--- config.mk ---
export PLATFORM = sky130hd
export DESIGN_NAME = elevator_request_dispatcher
export DESIGN_NICKNAME = d
export VERILOG_FILES = /design/src/rtl/elevator_request_dispatcher.sv
export SDC_FILE = /design/constraint.sdc
export NUM_CORES = 1
export LEC_CHECK = 0
export CAP_MARGIN = 20
export CORE_MARGIN = 1.5
export CORE_UTILIZATION = 51
export DETAILED_ROUTE_END_ITERATION = 10
export GPL_TIMING_DRIVEN = 1
export PLACE_DENSITY_LB_ADDON = 0.3
export SLEW_MARGIN = 0
export SYNTH_ARGS = -nofsm -noshare
export SYNTH_HDL_FRONTEND = slang
export SYNTH_SLANG_ARGS = --single-unit
--- constraint.sdc ---
create_clock -name CLK -period 3.95 [get_ports CLK]
set_input_delay 0.79 -clock CLK [delete_from_list [all_inputs] [get_ports CLK]]
set_output_delay 0.79 -clock CLK [all_outputs]
set_load 0.005 [all_outputs]
--- src/rtl/elevator_request_dispatcher.sv ---
// rtl/elevator_request_dispatcher.sv - SCAN floor-call dispatcher with door dwell timer; optional EMERGENCY_RECALL_EN adds RECALL
module elevator_request_dispatcher #(
    parameter int NUM_FLOORS   = 5,
    parameter int FLOOR_W      = 3,
    parameter int DWELL_CYCLES = 4
) (
    input  logic                  CLK,        // system clock, rising edge
    input  logic                  RESET,      // synchronous, active-high
    input  logic [NUM_FLOORS-1:0] BTN,        // call buttons, bit i = floor i
    input  logic [FLOOR_W-1:0]    CUR_FLOOR,  // car position from the controller
`ifdef EMERGENCY_RECALL_EN
    input  logic                  RECALL,     // emergency recall to ground floor
`endif
    output logic [FLOOR_W-1:0]    DTF,        // destination floor to the controller
    output logic                  UPDN,       // 1 = up, 0 = down
    output logic                  REQ_VALID,  // DTF/UPDN command motion
    output logic                  DOOR_OPEN,  // door dwell in progress
    output logic [NUM_FLOORS-1:0] PENDING,    // latched outstanding calls
    output logic                  BUSY        // not idle
);

    localparam int CNT_W = (DWELL_CYCLES > 1) ? $clog2(DWELL_CYCLES) : 1;
    localparam logic [CNT_W-1:0]   CNT_LOAD = CNT_W'(DWELL_CYCLES - 1);
    localparam logic [FLOOR_W:0]   NF_EXT   = (FLOOR_W + 1)'(NUM_FLOORS);

    typedef enum logic [1:0] {
        S_IDLE    = 2'd0,
        S_MOVE_UP = 2'd1,
        S_MOVE_DN = 2'd2,
        S_DWELL   = 2'd3
    } state_e;

    state_e                  state_q, state_d;
    logic [NUM_FLOORS-1:0]   pending_q, pending_d;
    logic [FLOOR_W-1:0]      dtf_q, dtf_d;
    logic                    updn_q, updn_d;
    logic                    req_valid_q, req_valid_d;
    logic                    door_open_q, door_open_d;
    logic                    busy_q, busy_d;
    logic [CNT_W-1:0]        cnt_q, cnt_d;

    logic                    in_range;
    logic [NUM_FLOORS-1:0]   cur_onehot;
    logic                    has_above, has_below;
    logic [FLOOR_W-1:0]      above_fl, below_fl;
    logic [FLOOR_W-1:0]      dist_up, dist_dn;
    logic                    take_up;
    logic                    stopped;
    logic                    same_floor_press;
    logic [NUM_FLOORS-1:0]   set_mask, clr_mask;

    assign in_range   = ({1'b0, CUR_FLOOR} < NF_EXT);
    assign cur_onehot = in_range ? (NUM_FLOORS'(1) << CUR_FLOOR) : '0;

    // Nearest pending floor strictly above and strictly below the car.
    always_comb begin
        has_above = 1'b0;
        above_fl  = '0;
        has_below = 1'b0;
        below_fl  = '0;
        for (int i = 0; i < NUM_FLOORS; i++) begin
            if (pending_q[i] && (FLOOR_W'(i) > CUR_FLOOR) && !has_above) begin
                has_above = 1'b1;
                above_fl  = FLOOR_W'(i);
            end
            if (pending_q[i] && (FLOOR_W'(i) < CUR_FLOOR)) begin
                has_below = 1'b1;
                below_fl  = FLOOR_W'(i);
            end
        end
    end

    assign dist_up = above_fl - CUR_FLOOR;
    assign dist_dn = CUR_FLOOR - below_fl;
    // Equal distances resolve upward.
    assign take_up = has_above && (!has_below || (dist_up <= dist_dn));

    // A press at the floor where the car stands reopens the door instead of
    // becoming a call.
    assign stopped          = (state_q == S_IDLE) || (state_q == S_DWELL);
    assign same_floor_press = stopped && |(BTN & cur_onehot);
    assign set_mask         = stopped ? (BTN & ~cur_onehot) : BTN;

    always_comb begin
        state_d  = state_q;
        dtf_d    = dtf_q;
        updn_d   = updn_q;
        cnt_d    = cnt_q;
        clr_mask = '0;

        // Out-of-range car position freezes sequencing; calls still latch.
        if (in_range) begin
            case (state_q)
                S_IDLE: begin
                    if (same_floor_press || |(pending_q & cur_onehot)) begin
                        state_d  = S_DWELL;
                        cnt_d    = CNT_LOAD;
                        clr_mask = cur_onehot;
                    end else if (take_up) begin
                        state_d = S_MOVE_UP;
                        dtf_d   = above_fl;
                        updn_d  = 1'b1;
                    end else if (has_below) begin
                        state_d = S_MOVE_DN;
                        dtf_d   = below_fl;
                        updn_d  = 1'b0;
                    end
                end
                S_MOVE_UP, S_MOVE_DN: begin
                    if (CUR_FLOOR == dtf_q) begin
                        state_d  = S_DWELL;
                        cnt_d    = CNT_LOAD;
                        clr_mask = cur_onehot;
                    end else if ((state_q == S_MOVE_UP) && has_above) begin
                        dtf_d = above_fl;
                    end else if ((state_q == S_MOVE_DN) && has_below) begin
                        dtf_d = below_fl;
                    end
                end
                S_DWELL: begin
                    if (same_floor_press) begin
                        cnt_d = CNT_LOAD;
                    end else if (cnt_q != '0) begin
                        cnt_d = cnt_q - CNT_W'(1);
                    end else if (updn_q ? has_above : !has_below && has_above) begin
                        state_d = S_MOVE_UP;
                        dtf_d   = above_fl;
                        updn_d  = 1'b1;
                    end else if (has_below) begin
                        state_d = S_MOVE_DN;
                        dtf_d   = below_fl;
                        updn_d  = 1'b0;
                    end else begin
                        state_d = S_IDLE;
                    end
                end
                default: state_d = S_IDLE;
            endcase
        end

        // Clear beats set when both hit the same bit in one cycle.
        pending_d   = (pending_q | set_mask) & ~clr_mask;
        req_valid_d = in_range && ((state_d == S_MOVE_UP) || (state_d == S_MOVE_DN));
        door_open_d = in_range && (state_d == S_DWELL);
        busy_d      = (state_d != S_IDLE);

`ifdef EMERGENCY_RECALL_EN
        // Recall overrides everything: run down to ground and hold the door.
        // Parking the FSM in IDLE makes release resume with the door closed.
        if (RECALL) begin
            state_d     = S_IDLE;
            pending_d   = '0;
            dtf_d       = '0;
            updn_d      = 1'b0;
            cnt_d       = '0;
            req_valid_d = in_range && (CUR_FLOOR != '0);
            door_open_d = in_range && (CUR_FLOOR == '0);
            busy_d      = 1'b1;
        end
`endif
    end

    always_ff @(posedge CLK) begin
        if (RESET) begin
            state_q     <= S_IDLE;
            pending_q   <= '0;
            dtf_q       <= '0;
            updn_q      <= 1'b1;
            req_valid_q <= 1'b0;
            door_open_q <= 1'b0;
            busy_q      <= 1'b0;
            cnt_q       <= '0;
        end else begin
            state_q     <= state_d;
            pending_q   <= pending_d;
            dtf_q       <= dtf_d;
            updn_q      <= updn_d;
            req_valid_q <= req_valid_d;
            door_open_q <= door_open_d;
            busy_q      <= busy_d;
            cnt_q       <= cnt_d;
        end
    end

    assign DTF       = dtf_q;
    assign UPDN      = updn_q;
    assign REQ_VALID = req_valid_q;
    assign DOOR_OPEN = door_open_q;
    assign PENDING   = pending_q;
    assign BUSY      = busy_q;

endmodule

==> results by group <==
Status
  • Status: complete, no violations

GRT
  • Vias in the first global route: 1755
  • Initial antenna violation count: 0
  • Total global routing overflow: 0
  • Largest net degree at the start of global routing: 19
  • GRT Util Overall: 26.8%
  • Global-route wire length before repair: 8.49 mm

Clock tree
  • CTS Buffer Depth: 2
  • CTS root buf: clkbuf_4
  • CTS hold repair buffers: 0
  • Reg clk slew, reported paths: 0.11 ns
  • TritonCTS clock tree: yes
  • TritonCTS Buffers: 3
  • H-Tree Depth: 1
  • Clock sinks: 16
  • Clock insertion delay at the later pin of the skew report: 0.30 ns

Worst setup path
  • CP max-delay cell: fa_1
  • Critical path destination: REQ_VALID
  • R2R setup slack: 0.50 ns
  • CP Data Required Time: 4.16 ns
  • Worst path cell trace: clkbuf_2 > buf_4 > and2b_2 > a32oi_1 > inv_1 > fa_1 > ha_1 > nor2b_1 > o21a_1 > o221ai_4 > nand2_2 > nor3_1 > buf_4 > or3_1 > ha_1 > and3_1
  • Max FO, Critical Path: 4
  • Worst R2R End: REQ_VALID
  • Crit Path Category: in -> reg
  • CP Launch Type: input port
  • Crit path launch: CUR_FLOOR[1]
  • Crit path buf inv count: 4
  • Critical Path Max Stage Delay: 0.47 ns
  • Reg2Reg Depth: 16
  • Critical Path Stages: 16
  • Crit-path leading delay family: adder cells
  • Critical Path End Type: flip-flop
  • Worst Path Arrival: 3.92 ns
  • RR Startpoint: PENDING[2]

Logic synthesis
  • Post-synthesis cell count: 222
  • #FFs+latches synth: 16
  • Post-Syn Area per Cell: 8.25 µm²
  • Synth async-reset ratio: 0%
  • Net Count, Synth: 246
  • Seq/Total Area, Yosys: 17.5%
  • Synth Warn #: 0
  • Post-synth EDFFs: 0
  • Post-Syn Area: 1830 µm²
  • Main flop type after synthesis: dfxtp_1
  • Synth cell types: 66

Layout
  • Share of layout cells above drive strength 1: 24.5%
  • Most frequent cells in the layout: buf_4, a21oi_1, clkdlybuf4s50_1
  • Nets@finish: 294
  • Antenna cells: 0
  • Non-filler cells, final: 315
  • Final core utilization: 67.1%
  • Cell area after layout: 2270 µm²
  • P&R area growth vs syn: 24.3%
  • Filler instances: 293
  • Commonest non-fill, non-tap cell in the layout: buf_4

Pwr
  • Tot Pwr: 967 µW
  • Pwr dens: 425 nW/µm²
  • Leakage: 0.990 nW
  • IR drop worst, VDD: 0.341 mV

STA
  • Min cycle time layout: 3.70 ns
  • PnR worst setup slack: 0.246 ns
  • Fin. Hold Viols: 0
  • Fin crit share: 93.8%
  • RSZ-0062 raised after global routing: false
  • Worst-Margin Slew: 0.604 ns
  • Slew Limit Fails: 0
  • Clk_skew: 0.0109 ns
  • Number of setup violations in the final report: 0
  • Rel. slew slack: 59.6%
  • Setup TNS Final: 0 ns
  • Final hold slack: 0.504 ns
  • Achievable Freq: 270 MHz

Floorplan
  • Die width: 62.9 µm
  • Core area: 3390 µm²
  • Die Area: 3960 µm²
  • Ports: 22
  • Rows: 21
  • Initial core utilization: 54.0%
  • Die Span Y: 62.9 µm

Route
  • DRT Wirelength: 5.20 mm
  • Via Count: 1990
  • DRT antenna net count: 0
  • Pre-antenna DRT Iters: 5
  • DRC errors left: 0
  • Via density: 6.32
  • Iter 0 DRT Violations: 139
  • Avg WL per Cell: 16.5 µm

Job
  • Total of max-cap violations: 0

Place
  • DP HPWL: 3.94 mm
  • Gpl congestion: 0.963
  • Setup slack at placement: -0.527 ns
  • Inst Count DP: 310
  • Port buffer count: 21
  • Post-DP Area: 2230 µm²

Min path
  • Hold WC Path Type: reg -> reg
==> registers in the layout, summed over array words and instances (netlist names) <==
| name | flops |
|---|---|
| UPDN | 1 |
| PENDING | 5 |
| DTF | 3 |
| state_q | 2 |
| DOOR_OPEN | 1 |
| REQ_VALID | 1 |
| BUSY | 1 |
| cnt_q | 2 |
==> cells in the mapped netlist, types with 3 or more instances <==
| cell | number | area [µm²] |
|---|---|---|
| nand3_1 | 8 | 40.0 |
| inv_1 | 17 | 63.8 |
| nor2_1 | 12 | 45.0 |
| a311oi_1 | 8 | 70.1 |
| nor2b_1 | 4 | 25.0 |
| o21ai_0 | 8 | 40.0 |
| dfxtp_1 | 16 | 320 |
| a21oi_1 | 18 | 90.1 |
| a211o_1 | 3 | 26.3 |
| and3_1 | 7 | 43.8 |
| nor3_1 | 3 | 15.0 |
| xnor2_1 | 3 | 26.3 |
| nand4_1 | 4 | 25.0 |
| ha_1 | 12 | 150 |
| o21ai_1 | 3 | 15.0 |
| nand2_1 | 15 | 56.3 |
| a32oi_1 | 4 | 35.0 |
| a211oi_1 | 3 | 22.5 |
| clkbuf_8 | 5 | 68.8 |
| a31oi_1 | 3 | 18.8 |
==> where the power goes <==
group          switching (mW)  total (mW)  internal (mW)
registers              0.0412       0.241          0.200
clock network          0.0609       0.117         0.0562
logic                   0.329       0.609          0.280
total                   0.431       0.967          0.536
==> worst register-to-register path, delay by kind of cell, from the launching register on <==
kind | cells | cell delay (ns)
adder cells (fa/ha/maj) | 4 | 1.21
AND/OR/NAND/NOR | 6 | 1.02
AO/OA/AOI/OAI | 4 | 0.54
flip-flops | 1 | 0.41
buffers and inverters | 2 | 0.19
==> worst min-delay path by stage <==
stage | end | slack (ns) | startpoint | cells after the start
6_report | cnt_q[1] | 0.50 | cnt_q[1] | 2
2_1_floorplan | cnt_q[0] | 0.48 | cnt_q[0] | 2
3_5_place_dp | cnt_q[1] | 0.49 | cnt_q[1] | 2
3_3_place_gp | cnt_q[1] | 0.48 | cnt_q[1] | 2
5_1_grt | cnt_q[1] | 0.57 | cnt_q[1] | 2
4_1_cts | cnt_q[1] | 0.51 | cnt_q[1] | 2
==> logic make-up after synthesis <==
kind of cell               after synthesis  share of synthesized area, %
muxes                                    3                          1.85
adders and majority gates               14                          10.4
and+or+nand+nor                         79                          25.6
buffers and inverters                   29                          10.3
xor gates and xnor gates                 5                          2.39
AOI/OAI and AO/OA                       76                          32.0
DFF                                     16                          17.5
==> cell type report <==
type                       instances  area (µm²)  area share (%)
clock buffer                       4        36.3            1.60
timing repair buffer              55         454            20.0
sequential                        16         320            14.1
tap                               46        57.6            2.53
multi-input combinational        177        1340            59.0
inverter                          17        63.8            2.81
==> what timing repair did <==
action,4_1_cts,5_1_grt
setup endpoints to repair,3,3
pin swaps,0,2
setup buffers,0,1
resized for setup,4,11
==> routing by layer <==
metal | share of wire (%) | global-route usage, % | routed length, µm
met3 | 7.1 | 4.14 | 368
met1 | 44 | 36.3 | 2310
met5 | 0 | 0 | 0
met4 | 1.3 | 6.67 | 68
met2 | 47 | 44.3 | 2450
No activity file was read; power rests on OpenSTA's default activity.
